## config.mk

```make
export PLATFORM = sky130hd
export DESIGN_NAME = rule_set_intersect
export DESIGN_NICKNAME = d
export VERILOG_FILES = /design/src/rtl/rule_set_intersect.sv
export SDC_FILE = /design/constraint.sdc
export NUM_CORES = 1
export LEC_CHECK = 0
export ABC_AREA = 1
export CAP_MARGIN = 10
export CORE_ASPECT_RATIO = 1.4
export CORE_MARGIN = 2
export CORE_UTILIZATION = 35
export CTS_CLUSTER_SIZE = 10
export DETAILED_ROUTE_END_ITERATION = 8
export GPL_ROUTABILITY_DRIVEN = 0
export GPL_TIMING_DRIVEN = 1
export SLEW_MARGIN = 20
export SYNTH_ARGS = -nofsm -noshare
export SYNTH_HDL_FRONTEND = slang
export SYNTH_SLANG_ARGS = --single-unit
```

## constraint.sdc

```tcl
create_clock -name clk -period 7.24 [get_ports clk]
set_input_delay 1.81 -clock clk [delete_from_list [all_inputs] [get_ports clk]]
set_output_delay 1.81 -clock clk [all_outputs]
set_load 0.1 [all_outputs]
```

## src/rtl/rule_set_intersect.sv

```systemverilog
// Two-pointer merge of two sorted, right-aligned rule ID sets.
// Emits the intersection in the same packed format plus count and lowest common ID.
module rule_set_intersect #(
  parameter int NUM_RULE_ID   = 8,
  parameter int RULE_ID_WIDTH = 3,
  localparam int SLOT_W = 1 + RULE_ID_WIDTH,
  localparam int SET_W  = NUM_RULE_ID * SLOT_W,
  localparam int PTR_W  = $clog2(NUM_RULE_ID + 1)
) (
  input  logic                     clk,
  input  logic                     reset,
  input  logic                     in_valid,
  output logic                     in_ready,
  input  logic [0:SET_W-1]         set_a,
  input  logic [0:SET_W-1]         set_b,
  output logic                     out_valid,
  input  logic                     out_ready,
  output logic [0:SET_W-1]         out_set,
  output logic                     out_match,
  output logic [RULE_ID_WIDTH-1:0] out_best_id,
  output logic [PTR_W-1:0]         out_count
);

  typedef enum logic [1:0] {IDLE, MERGE, DONE} state_t;

  state_t                                    state_q, state_d;
  logic [0:SET_W-1]                          a_q, a_d, b_q, b_d;
  logic [PTR_W-1:0]                          ia_q, ia_d, ib_q, ib_d, wr_q, wr_d;
  logic [NUM_RULE_ID-1:0][RULE_ID_WIDTH-1:0] res_q, res_d;
  logic                                      out_valid_q, out_valid_d;
  logic [0:SET_W-1]                          out_set_q, out_set_d;
  logic                                      out_match_q, out_match_d;
  logic [RULE_ID_WIDTH-1:0]                  out_best_id_q, out_best_id_d;
  logic [PTR_W-1:0]                          out_count_q, out_count_d;

  logic [SLOT_W-1:0] slot_a, slot_b;
  logic [0:SET_W-1]  res_left;

  function automatic logic any_valid(input logic [0:SET_W-1] s);
    logic v;
    v = 1'b0;
    for (int k = 0; k < NUM_RULE_ID; k++) v = v | s[k*SLOT_W];
    return v;
  endfunction

  function automatic logic [SLOT_W-1:0] slot_at(input logic [0:SET_W-1] s,
                                                input logic [PTR_W-1:0] idx);
    logic [SLOT_W-1:0] r;
    r = '0;
    for (int k = 0; k < NUM_RULE_ID; k++)
      if (idx == PTR_W'(k)) r = s[k*SLOT_W +: SLOT_W];
    return r;
  endfunction

  // Results are packed from slot 0 upward, then shifted down to end at the last slot.
  always_comb begin
    res_left = '0;
    for (int j = 0; j < NUM_RULE_ID; j++)
      if (PTR_W'(j) < wr_q) res_left[j*SLOT_W +: SLOT_W] = {1'b1, res_q[j]};
  end

  assign slot_a = slot_at(a_q, ia_q);
  assign slot_b = slot_at(b_q, ib_q);

  always_comb begin
    state_d       = state_q;
    a_d           = a_q;
    b_d           = b_q;
    ia_d          = ia_q;
    ib_d          = ib_q;
    wr_d          = wr_q;
    res_d         = res_q;
    out_valid_d   = out_valid_q;
    out_set_d     = out_set_q;
    out_match_d   = out_match_q;
    out_best_id_d = out_best_id_q;
    out_count_d   = out_count_q;
    case (state_q)
      IDLE: begin
        if (in_valid) begin
          a_d   = set_a;
          b_d   = set_b;
          ia_d  = '0;
          ib_d  = '0;
          wr_d  = '0;
          res_d = '0;
          if (!any_valid(set_a) || !any_valid(set_b)) begin
            state_d       = DONE;
            out_valid_d   = 1'b1;
            out_set_d     = '0;
            out_match_d   = 1'b0;
            out_best_id_d = '0;
            out_count_d   = '0;
          end else begin
            state_d = MERGE;
          end
        end
      end
      MERGE: begin
        if (ia_q == PTR_W'(NUM_RULE_ID) || ib_q == PTR_W'(NUM_RULE_ID)) begin
          state_d       = DONE;
          out_valid_d   = 1'b1;
          out_set_d     = res_left >> (SLOT_W * (NUM_RULE_ID - int'(wr_q)));
          out_match_d   = (wr_q != '0);
          out_best_id_d = (wr_q != '0) ? res_q[0] : '0;
          out_count_d   = wr_q;
        end else if (!slot_a[SLOT_W-1] || !slot_b[SLOT_W-1]) begin
          if (!slot_a[SLOT_W-1]) ia_d = ia_q + 1'b1;
          if (!slot_b[SLOT_W-1]) ib_d = ib_q + 1'b1;
        end else if (slot_a[RULE_ID_WIDTH-1:0] == slot_b[RULE_ID_WIDTH-1:0]) begin
          // wr never exceeds min(ia, ib), so it is always below NUM_RULE_ID here
          for (int k = 0; k < NUM_RULE_ID; k++)
            if (wr_q == PTR_W'(k)) res_d[k] = slot_a[RULE_ID_WIDTH-1:0];
          wr_d = wr_q + 1'b1;
          ia_d = ia_q + 1'b1;
          ib_d = ib_q + 1'b1;
        end else if (slot_a[RULE_ID_WIDTH-1:0] < slot_b[RULE_ID_WIDTH-1:0]) begin
          ia_d = ia_q + 1'b1;
        end else begin
          ib_d = ib_q + 1'b1;
        end
      end
      DONE: begin
        if (out_ready) begin
          state_d     = IDLE;
          out_valid_d = 1'b0;
        end
      end
      default: state_d = IDLE;
    endcase
  end

  always_ff @(posedge clk) begin
    if (reset) begin
      state_q       <= IDLE;
      a_q           <= '0;
      b_q           <= '0;
      ia_q          <= '0;
      ib_q          <= '0;
      wr_q          <= '0;
      res_q         <= '0;
      out_valid_q   <= 1'b0;
      out_set_q     <= '0;
      out_match_q   <= 1'b0;
      out_best_id_q <= '0;
      out_count_q   <= '0;
    end else begin
      state_q       <= state_d;
      a_q           <= a_d;
      b_q           <= b_d;
      ia_q          <= ia_d;
      ib_q          <= ib_d;
      wr_q          <= wr_d;
      res_q         <= res_d;
      out_valid_q   <= out_valid_d;
      out_set_q     <= out_set_d;
      out_match_q   <= out_match_d;
      out_best_id_q <= out_best_id_d;
      out_count_q   <= out_count_d;
    end
  end

  assign in_ready    = (state_q == IDLE);
  assign out_valid   = out_valid_q;
  assign out_set     = out_set_q;
  assign out_match   = out_match_q;
  assign out_best_id = out_best_id_q;
  assign out_count   = out_count_q;

endmodule

```

==> impl_results.md, run 1 <==
* Run status: finished clean
* Slew Viols, Final at 0
* Post-cts gate resize count at 0
* Worst-skew pair later-pin latency at 0.43 ns
* Total Negative Setup Slacks at 0 ns
* Length of routed met3 wiring at a little over 900 um
* Distinct cells, synth at 38
* Setup repair after global routing missed its margin: no
* Tmin final at ~4.2 ns
* Slew @ Worst Pin at 0.983 ns
* Total Routed Length at ~21,000 um
* Synthesized netlist cell count at around 1,100
* Routed wirelength normalized by instance count at 14.1 um
* DP Cell Count at approximately 1,400
* Proportion of layout cells with a drive suffix above 1 at under 10%
* Register clock-pin slew on the reported worst setup and hold paths at ~0.06 ns
* IO Count at between 100 and 150
* Asr flop ratio synth at 0%
* Crit Path Max Fanout at 5
* Final number of setup-violating endpoints at 0
* Clock root buffer: clkbuf_16
* Number of I/O port buffers at about 110
* Die footprint at about 0.022 mm2
* Critical path arrival at ~2.3 ns
* Overall global routing resource usage at between 10% and 20%
* Leading cell types in the layout, fill and taps excluded: nor2_1, nand2_1, dfxtp_1
* IR drop worst, VDD at around 0.23 mV
* Type of the worst setup path: reg2out
* Top layer used by detailed routing: met4
* Initial antenna violation count at 0
* Placed wire-length estimate after detailed placement at 14,900 um
* Nature of the critical path endpoint: output port
* Remaining Overflow, GRT at 0
* Layout Cell Area excl Fill at a little over 0.009 mm2
* Number of synthesized flops with an enable pin at 0
* Total number of yosys warnings at 0
* FILL cells at between 2,000 and 2,500
* Headroom to the max-slew limit at 34.2%
* N_diodes at 0
* Detail-routed via count per cell at between 5 and 6
* Commonest non-fill, non-tap cell in the layout: nor2_1
* Post-CTS Repair Setup Buffers at 0
* CTS tree: built
* Total met2 wirelength after detailed routing at 10,100 um
* Starting density of the core at between 30% and 40%
* Multi-input combinational cell area at approximately 0.0040 mm2
* Post-DRT Antenna Nets at 0
* Maximum operating frequency at 241 MHz
* First-pass detailed-route iteration total at 5
* Flip-flop cell with the highest count after synthesis: dfxtp_1
* Static leakage at roughly 3.6 nW
* Post-Layout Cell Count at between 1,000 and 1,500
* Sequential fraction of the synthesis area at between 30% and 40%
* Fin crit share at a little under three fifths
* Cell area after synthesis at 0.00738 mm2
* Max clock buf depth at 2
* Area added between synthesis and finish at 24.7%
* Data required time at the worst endpoint at between 5 and 6 ns
* Core Footprint at slightly above 0.02 mm2
* Type of the most critical hold path: reg2reg
* Wire length of the first global-routing pass at around 34,000 um
* Largest net degree at the start of global routing at 76
* Layout Utilization at 44.6%
* Wire length on met1 at roughly 9000 um
* Number of design rule violations left after detail routing at 0
* Post-detailed-placement cell area at around 0.0086 mm2
* Setup skew after layout at around 0.011 ns
* CTS sink cnt at approximately 140
* Initial DRC Count at between 400 and 500
* Element type at the critical path start: flip-flop
* H-tree level count at 4
* Syn avg cell area at 6.63 um2
* Combined flip-flop and latch cell area at between 0.002 and 0.003 mm2
* Total clock buffers created by CTS at 17
* Number of rows created at floorplan at a little over 60
* Final Hold Violating Endpoints at 0
* Via count of the first global-routing pass at around 6,800
* Cell Pwr Density at about 420 mW/mm2
* Net count of the finished layout at ~1,300
* Post-Syn Nets at between 1,000 and 1,500
* Flip-flop and latch count after synthesis at 143
* Number of violations of the max-capacitance limit at 0
* Hold bufs inserted after CTS at 0
* Height of the chip at between 150 and 200 um
* Via count at ~7,400
* DIE WIDTH at approximately 130 um
[report_power, final]
part | total, mW | switching, mW | internal [mW]
sequential | 1.10 | 0.138 | 0.961
clock | 0.944 | 0.357 | 0.587
combinational | 1.82 | 1.24 | 0.578
total | 3.86 | 1.73 | 2.13
[worst max-delay path, stage by stage (launching register included)]
cell,delay (ns)
dfxtp_1,0.36
nor2_1,0.34
clkdlybuf4s50_1,1.21
[flip-flops by register name, summed over array words and instances (netlist names)]
name / cells
a_q: 32
b_q: 32
ia_q: 4
ib_q: 4
out_best_id: 3
out_count: 4
out_match: 1
out_set: 32
out_valid: 1
res_q: 24
state_q: 2
wr_q: 4
[per-stage QoR]
step	setup slack [ns]	power, mW	hold slack [ns]
after floorplan	3.74	2.51	0.425
after global routing	3.00	4.17	0.479
after detailed placement	3.11	2.92	0.446
final	3.09	3.86	0.453
after global placement	3.19	2.90	0.441
after CTS	3.06	3.88	0.454
[routing by layer]
| metal | global-route usage (%) | vias to the layer above |
|---|---|---|
| li1 | - | 3850 |
| met1 | 23.0 | 3328 |
| met2 | 32.4 | 208 |
| met3 | 3.66 | 37 |
| met4 | 6.87 | 0 |
| met5 | 0 | - |
[final timing paths]
| kind | from | to | slack (ns) | cells past startpoint |
|---|---|---|---|---|
| worst min register to register | a_q[20] | a_q[20] | 0.45 | 2 |
| worst max-delay path | state_q[1] | in_ready | 3.09 | 2 |
| worst min-delay path | a_q[20] | a_q[20] | 0.45 | 2 |
| worst max register to register | ib_q[2] | res_q[17] | 3.46 | 15 |
[synth_stat cells (all sizes together), types with 3 or more instances]
master  count  area (um2)
a21boi      3        22.5
a21oi     105         537
a22oi       4        30.0
a31oi       5        31.3
buf        21         129
clkbuf     38         144
dfxtp     143        2860
ha         14         175
inv        75         282
nand2     216         823
nand3      98         500
nand4      19         119
nor2      217         840
nor4        4        25.0
o211ai     15         113
o21ai     102         510
o22ai      11        68.8
o31ai       3        36.3
or2        14        87.6
[layout make-up]
| cell class | instances | share of cell area [%] |
|---|---|---|
| timing repair buffer | 116 | 12.4 |
| clock inverter | 12 | 2.01 |
| inverter | 75 | 3.06 |
| clock buffer | 19 | 4.81 |
| multi-input combinational | 836 | 43.1 |
| tap | 256 | 3.48 |
| sequential | 143 | 31.1 |
[cell families after synthesis]
kind of cell | after synthesis | synth area share [%]
AO/OA/AOI/OAI | 249 | 18.4
AND/OR/NAND/NOR | 572 | 32.8
buffers and inverters | 134 | 7.51
flip-flops | 143 | 38.8
adder cells (fa/ha/maj) | 14 | 2.37
XOR/XNOR | 1 | 0.119
Note: power is estimated with default switching activity, not from simulation.
==> run 2: changes to the inputs <==
- clock period: 7.24 -> 3.6 ns (I/O delays scaled with it)
==> run 2 against run 1 <==
  * Hold slack better by 0.00098 ns
  * Clock skew fell by 0.0020 ns
  * Non-clock buffer count grew 6
  * Largest power group unchanged
  * Highest routed layer unchanged
  * Sequential power rose by 100%
==> impl_results.md, run 2 (synthesized netlist as in run 1, its figures left out) <==
* Run status: finished clean
* Largest net degree at the start of global routing at between 100 and 150
* Area added between synthesis and finish at 24.4%
* Static leakage at about 3.7 nW
* Leading cell types in the layout, fill and taps excluded: nor2_1, nand2_1, dfxtp_1
* Number of violations of the max-capacitance limit at 0
* Post-cts gate resize count at 0
* DIE WIDTH at around 130 um
* Reg2Reg Capture Point: res_q[3]
* Hold bufs inserted after CTS at 0
* First-pass detailed-route iteration total at 5
* Max clock buf depth at 2
* Worst-skew pair later-pin latency at 0.43 ns
* Nature of the critical path endpoint: flip-flop
* Type of the most critical hold path: reg2reg
* Worst reg2reg setup slack at just under 0.3 ns
* Data required time at the worst endpoint at between 3 and 4 ns
* N_diodes at 0
* Via count of the first global-routing pass at around 7,000
* Slew @ Worst Pin at between 0.9 and 1 ns
* Number of I/O port buffers at between 100 and 150
* R2r worst-path depth at 20
* Maximum operating frequency at 303 MHz
* Detail-routed via count per cell at 5.09
* Destination of the worst hold path: a_q[20]
* Type of the worst setup path: reg2reg
* IO Count at 110
* Height of the chip at ~180 um
* FILL cells at roughly 2,200
* Starting density of the core at around 36%
* Commonest non-fill, non-tap cell in the layout: nor2_1
* Total clock buffers created by CTS at 17
* Proportion of layout cells with a drive suffix above 1 at 9.35%
* Final number of setup-violating endpoints at 0
* Remaining Overflow, GRT at 0
* Placed wire-length estimate after detailed placement at between 15,000 and 20,000 um
* Post-route total power at ~7.8 mW
* Setup skew after layout at just over 0.009 ns
* IR drop worst, VDD at 0.486 mV
* Post-DRT Antenna Nets at 0
* CTS sink cnt at approximately 140
* Maximum cell stage delay along the critical path at ~0.37 ns
* Headroom to the max-slew limit at 35.5%
* Die footprint at between 0.02 and 0.025 mm2
* Total Routed Length at slightly above 20,000 um
* Worst min-delay path startpoint: a_q[20]
* Crit Path Max Fanout at 7
* Register clock-pin slew on the reported worst setup and hold paths at roughly 0.060 ns
* Routed wirelength normalized by instance count at about 14 um
* Cell Chain, Critical Path: inv_1 > ha_2 > inv_1 > nor2_1 > nand3_1 > a31oi_1 > nor2_1 > o22ai_1 > nand2_1 > nand3_1 > a22oi_1 > ha_1 > nand3_1 > nand2_1 > nand2_1 > buf_4 > a21oi_1 > nand3_1 > nand2_1 > nor2_1
* Slew Viols, Final at 0
* Worst hold path cell count at 2
* Cell Pwr Density at around 850 mW/mm2
* Core Footprint at between 0.02 and 0.025 mm2
* Fin crit share at approximately 92%
* Number of rows created at floorplan at 62
* Layout Utilization at 44.5%
* Critical path arrival at 3.62 ns
* Via count at ~7,400
* Setup repair after global routing missed its margin: yes
* Overall global routing resource usage at between 10% and 20%
* Wire length of the first global-routing pass at between 30,000 and 40,000 um
* Number of design rule violations left after detail routing at 0
* H-tree level count at 4
* Net count of the finished layout at 1,277
* Tmin final at roughly 3.3 ns
* Initial DRC Count at around 420
* CTS tree: built
* Initial antenna violation count at 0
* Final Hold Violating Endpoints at 0
* Highest-delay cell along the critical path: a21oi_1
* Element type at the critical path start: flip-flop
* Post-CTS Repair Setup Buffers at 0
* Clock root buffer: clkbuf_16
* Reg2Reg Launch Point: ib_q[0]
## run 2: power by group
part | internal [mW] | leakage, nW | switching, mW
Clock | 1.12 | 0.290 | 0.736
Combinational | 1.19 | 2.28 | 2.51
Sequential | 1.93 | 1.17 | 0.281
## run 2: cell type report
cell class,instances,area (um2),share of cell area [%]
timing repair buffer,122,1120,12.2
tap,256,320,3.49
inverter,75,282,3.07
clock inverter,14,181,1.98
clock buffer,18,439,4.78
multi-input combinational,836,3970,43.3
sequential,143,2860,31.2
## run 2: how the worst max path moves through the flow
stage / from / slack [ns] / end / cells past startpoint
finish: ib_q[0] / 0.30 / res_q[3] / 20
global route: ib_q[1] / -0.02 / res_q[21] / 20
CTS: ib_q[0] / 0.24 / res_q[15] / 21
detailed placement: ib_q[0] / 0.28 / res_q[15] / 21
global placement: ib_q[0] / 0.35 / res_q[16] / 21
floorplan: state_q[1] / 0.47 / res_q[16] / 10
## run 2: critical path: cells and delay by family (launching register included)
kind	cells	cell delay, ns
simple gates	11	1.07
flops	1	0.35
compound gates	4	0.78
buf+inv	3	0.41
fa+ha+maj	2	0.56
## run 2: per-layer routing
| layer | vias up | track usage (%) | routed length (um) |
|---|---|---|---|
| li1 | 3854 | - | - |
| met1 | 3367 | 22.1 | 9010 |
| met2 | 188 | 33.3 | 10300 |
| met3 | 38 | 3.75 | 814 |
| met4 | 0 | 7.46 | 558 |
| met5 | - | 0 | 0 |
## run 2: per-stage QoR
step                area (um2)  cells  setup TNS (ns)  worst slack [ns]  hold WS, ns
finish                    9180   1464               0             0.298        0.454
global route              9180   1464         -0.0524           -0.0238        0.476
CTS                       9170   1464               0             0.238        0.453
detailed placement        8550   1432               0             0.282        0.444
global placement          8550   1432               0             0.350        0.438
floorplan                 7380   1113               0             0.474        0.425
==> run 3: changes to the inputs <==
- CELL_PAD_IN_SITES_DETAIL_PLACEMENT: unset -> 2
- CELL_PAD_IN_SITES_GLOBAL_PLACEMENT: unset -> 2
- CORE_MARGIN: 2 -> 1.5
- CORE_UTILIZATION: 35 -> 27
- PLACE_DENSITY_LB_ADDON: unset -> 0.1
==> run 3 against run 2 <==
  * Hold slack improved by 0.0042 ns
  * First-iteration DRC count fell by 50%
  * Clock skew fell by 0.0041 ns
  * Die area rose by 27%
  * Global-route usage rose by 0.76 points
  * Clock power fell by 6%
  * Core utilization fell by 9.6 points
  * Cell count rose by 8.1%
  * Clock-buffer cell count rose by 2
  * Non-clock buffer count rose by 10
  * Via count rose by 3.1%
  * Critical path depth fell by 1
  * Largest power group unchanged
==> impl_results.md, run 3 (synthesized netlist as in run 1, its figures left out) <==
* Run status: finished clean
* Largest net degree at the start of global routing at 57
* Routed wirelength normalized by instance count at 16.8 um
* Number of design rule violations left after detail routing at 0
* Leading cell types in the layout, fill and taps excluded: nor2_1, nand2_1, dfxtp_1
* R2r worst-path depth at 19
* Clock root buffer: clkbuf_16
* Commonest non-fill, non-tap cell in the layout: nor2_1
* Post-Layout Cell Count at between 1,500 and 2,000
* DIE WIDTH at around 140 um
* Remaining Overflow, GRT at 0
* Setup skew after layout at a little over 0.005 ns
* Via count at 7,679
* Placed wire-length estimate after detailed placement at between 20,000 and 25,000 um
* N_diodes at 0
* CTS sink cnt at ~140
* Cell Chain, Critical Path: inv_1 > ha_2 > inv_1 > nor2_1 > nand2_1 > a31oi_1 > nor2_1 > o22ai_1 > nand2_1 > nand3_1 > a22oi_1 > ha_1 > nand3_1 > nand2_1 > nand2_2 > a21oi_1 > nand3_1 > nand2_1 > nor2_1
* Die footprint at approximately 0.028 mm2
* Core Footprint at between 0.02 and 0.03 mm2
* Overall global routing resource usage at between 15 and 20%
* Reg2Reg Capture Point: res_q[2]
* Number of rows created at floorplan at 71
* Total clock buffers created by CTS at 17
* Launching element of the worst setup path: ib_q[1]
* Worst min-delay path startpoint: a_q[29]
* Height of the chip at slightly below 200 um
* Type of the worst setup path: reg2reg
* Proportion of layout cells with a drive suffix above 1 at a little over a tenth
* Detail-routed via count per cell at between 4 and 5
* Worst Path Buf+Inv at 2
* Total Negative Setup Slacks at 0 ns
* Maximum operating frequency at ~310 MHz
* Nature of the critical path endpoint: flip-flop
* Initial antenna violation count at 0
* Max clock buf depth at 2
* Element type at the critical path start: flip-flop
* Initial DRC Count at 210
* Crit Path Max Fanout at 8
* Post-DRT Antenna Nets at 0
* Starting density of the core at 27.5%
* Fin crit share at between 80% and 90%
* Slew @ Worst Pin at ~0.97 ns
* IR drop worst, VDD at around 0.36 mV
* Headroom to the max-slew limit at between 30% and 40%
* FILL cells at around 3,200
* H-tree level count at 4
* Wire length of the first global-routing pass at approximately 43,000 um
* Total Routed Length at approximately 27,000 um
* Via count of the first global-routing pass at 8,213
* Data required time at the worst endpoint at about 3.9 ns
* Type of the most critical hold path: reg2reg
* Hold bufs inserted after CTS at 0
* Net count of the finished layout at 1,287
* Largest delay share family, worst path: simple AND/OR/NAND/NOR gates
* Destination of the worst hold path: a_q[29]
* Number of violations of the max-capacitance limit at 0
* Reg2Reg Launch Point: ib_q[1]
* First-pass detailed-route iteration total at 5
* Most used cell along the critical path: nand2_1
* Worst hold path cell count at 2
* Area added between synthesis and finish at 26.7%
* DP Cell Count at roughly 1,600
* Setup repair after global routing missed its margin: no
* Register clock-pin slew on the reported worst setup and hold paths at ~0.060 ns
* Highest-delay cell along the critical path: a21oi_1
* CTS tree: built
* Worst reg2reg setup slack at between 0.3 and 0.4 ns
* Worst-skew pair later-pin latency at 0.42 ns
* Maximum cell stage delay along the critical path at roughly 0.45 ns
* Cell Pwr Density at approximately 850 mW/mm2
* IO Count at 110
* Slew Viols, Final at 0
* Final number of setup-violating endpoints at 0
* Tmin final at 3.23 ns
* Final Hold Violating Endpoints at 0
* Number of I/O port buffers at 109
* Static leakage at ~3.8 nW
* Critical path arrival at about 3.6 ns
-- run 3: cell count changes in the layout (fill, tap and decap cells not counted), moves of 2 or more --
cell / before / now
inv_6: 4 / 0
clkinv_2: 0 / 5
clkdlybuf4s50_1: 77 / 72
clkinv_4: 3 / 1
buf_4: 44 / 58
-- run 3: per-layer routing --
metal / global-route usage (%) / up-vias / wire length [um]
li1: - / 3867 / -
met3: 2.74 / 32 / 437
met4: 8.02 / 0 / 785
met5: 0 / - / 0
met1: 20.6 / 3669 / 10800
met2: 38.2 / 111 / 14600
-- run 3: tightest hold or removal path, stage by stage (launching register included) --
cell and delay [ns]:
dfxtp_1 0.29, inv_1 0.06, a21oi_1 0.06
-- run 3: worst max-delay path by stage --
| stage | cells after the start | to | slack (ns) |
|---|---|---|---|
| final | 19 | res_q[2] | 0.37 |
| after global routing | 21 | res_q[15] | 0.02 |
| after CTS | 21 | res_q[16] | 0.01 |
| after detailed placement | 21 | res_q[16] | 0.12 |
| after global placement | 21 | res_q[16] | 0.28 |
| after floorplan | 10 | res_q[16] | 0.47 |
-- run 3: cell type report --
cell class	instances	area, um2	share of cell area, %
tap	365	457	4.89
sequential	143	2860	30.6
inverter	75	282	3.01
clock buffer	20	457	4.89
multi-input combinational	836	3980	42.5
timing repair buffer	132	1200	12.8
clock inverter	11	116	1.25
-- run 3: report_power, final --
part | internal, mW | switching [mW]
Combinational | 1.27 | 2.72
Clock | 1.05 | 0.692
Sequential | 1.93 | 0.316
-- run 3: timing repair --
item,4_1_cts,5_1_grt
setup endpoints to repair,0,15
resized for setup,0,4
buffers inserted,0,1
hold endpoints to repair,0,0
-- run 3: per-stage QoR --
stage / util (%) / hold WS, ns / setup WS [ns] / power (mW) / area, um2
finish: 34.8 / 0.458 / 0.366 / 7.97 / 9350
global placement: 32.6 / 0.444 / 0.284 / 6.19 / 8750
global route: 34.8 / 0.480 / 0.0211 / 8.69 / 9350
CTS: 34.8 / 0.459 / 0.0144 / 8.10 / 9330
floorplan: - / 0.425 / 0.474 / 5.05 / 7380
detailed placement: 32.6 / 0.451 / 0.118 / 6.28 / 8750
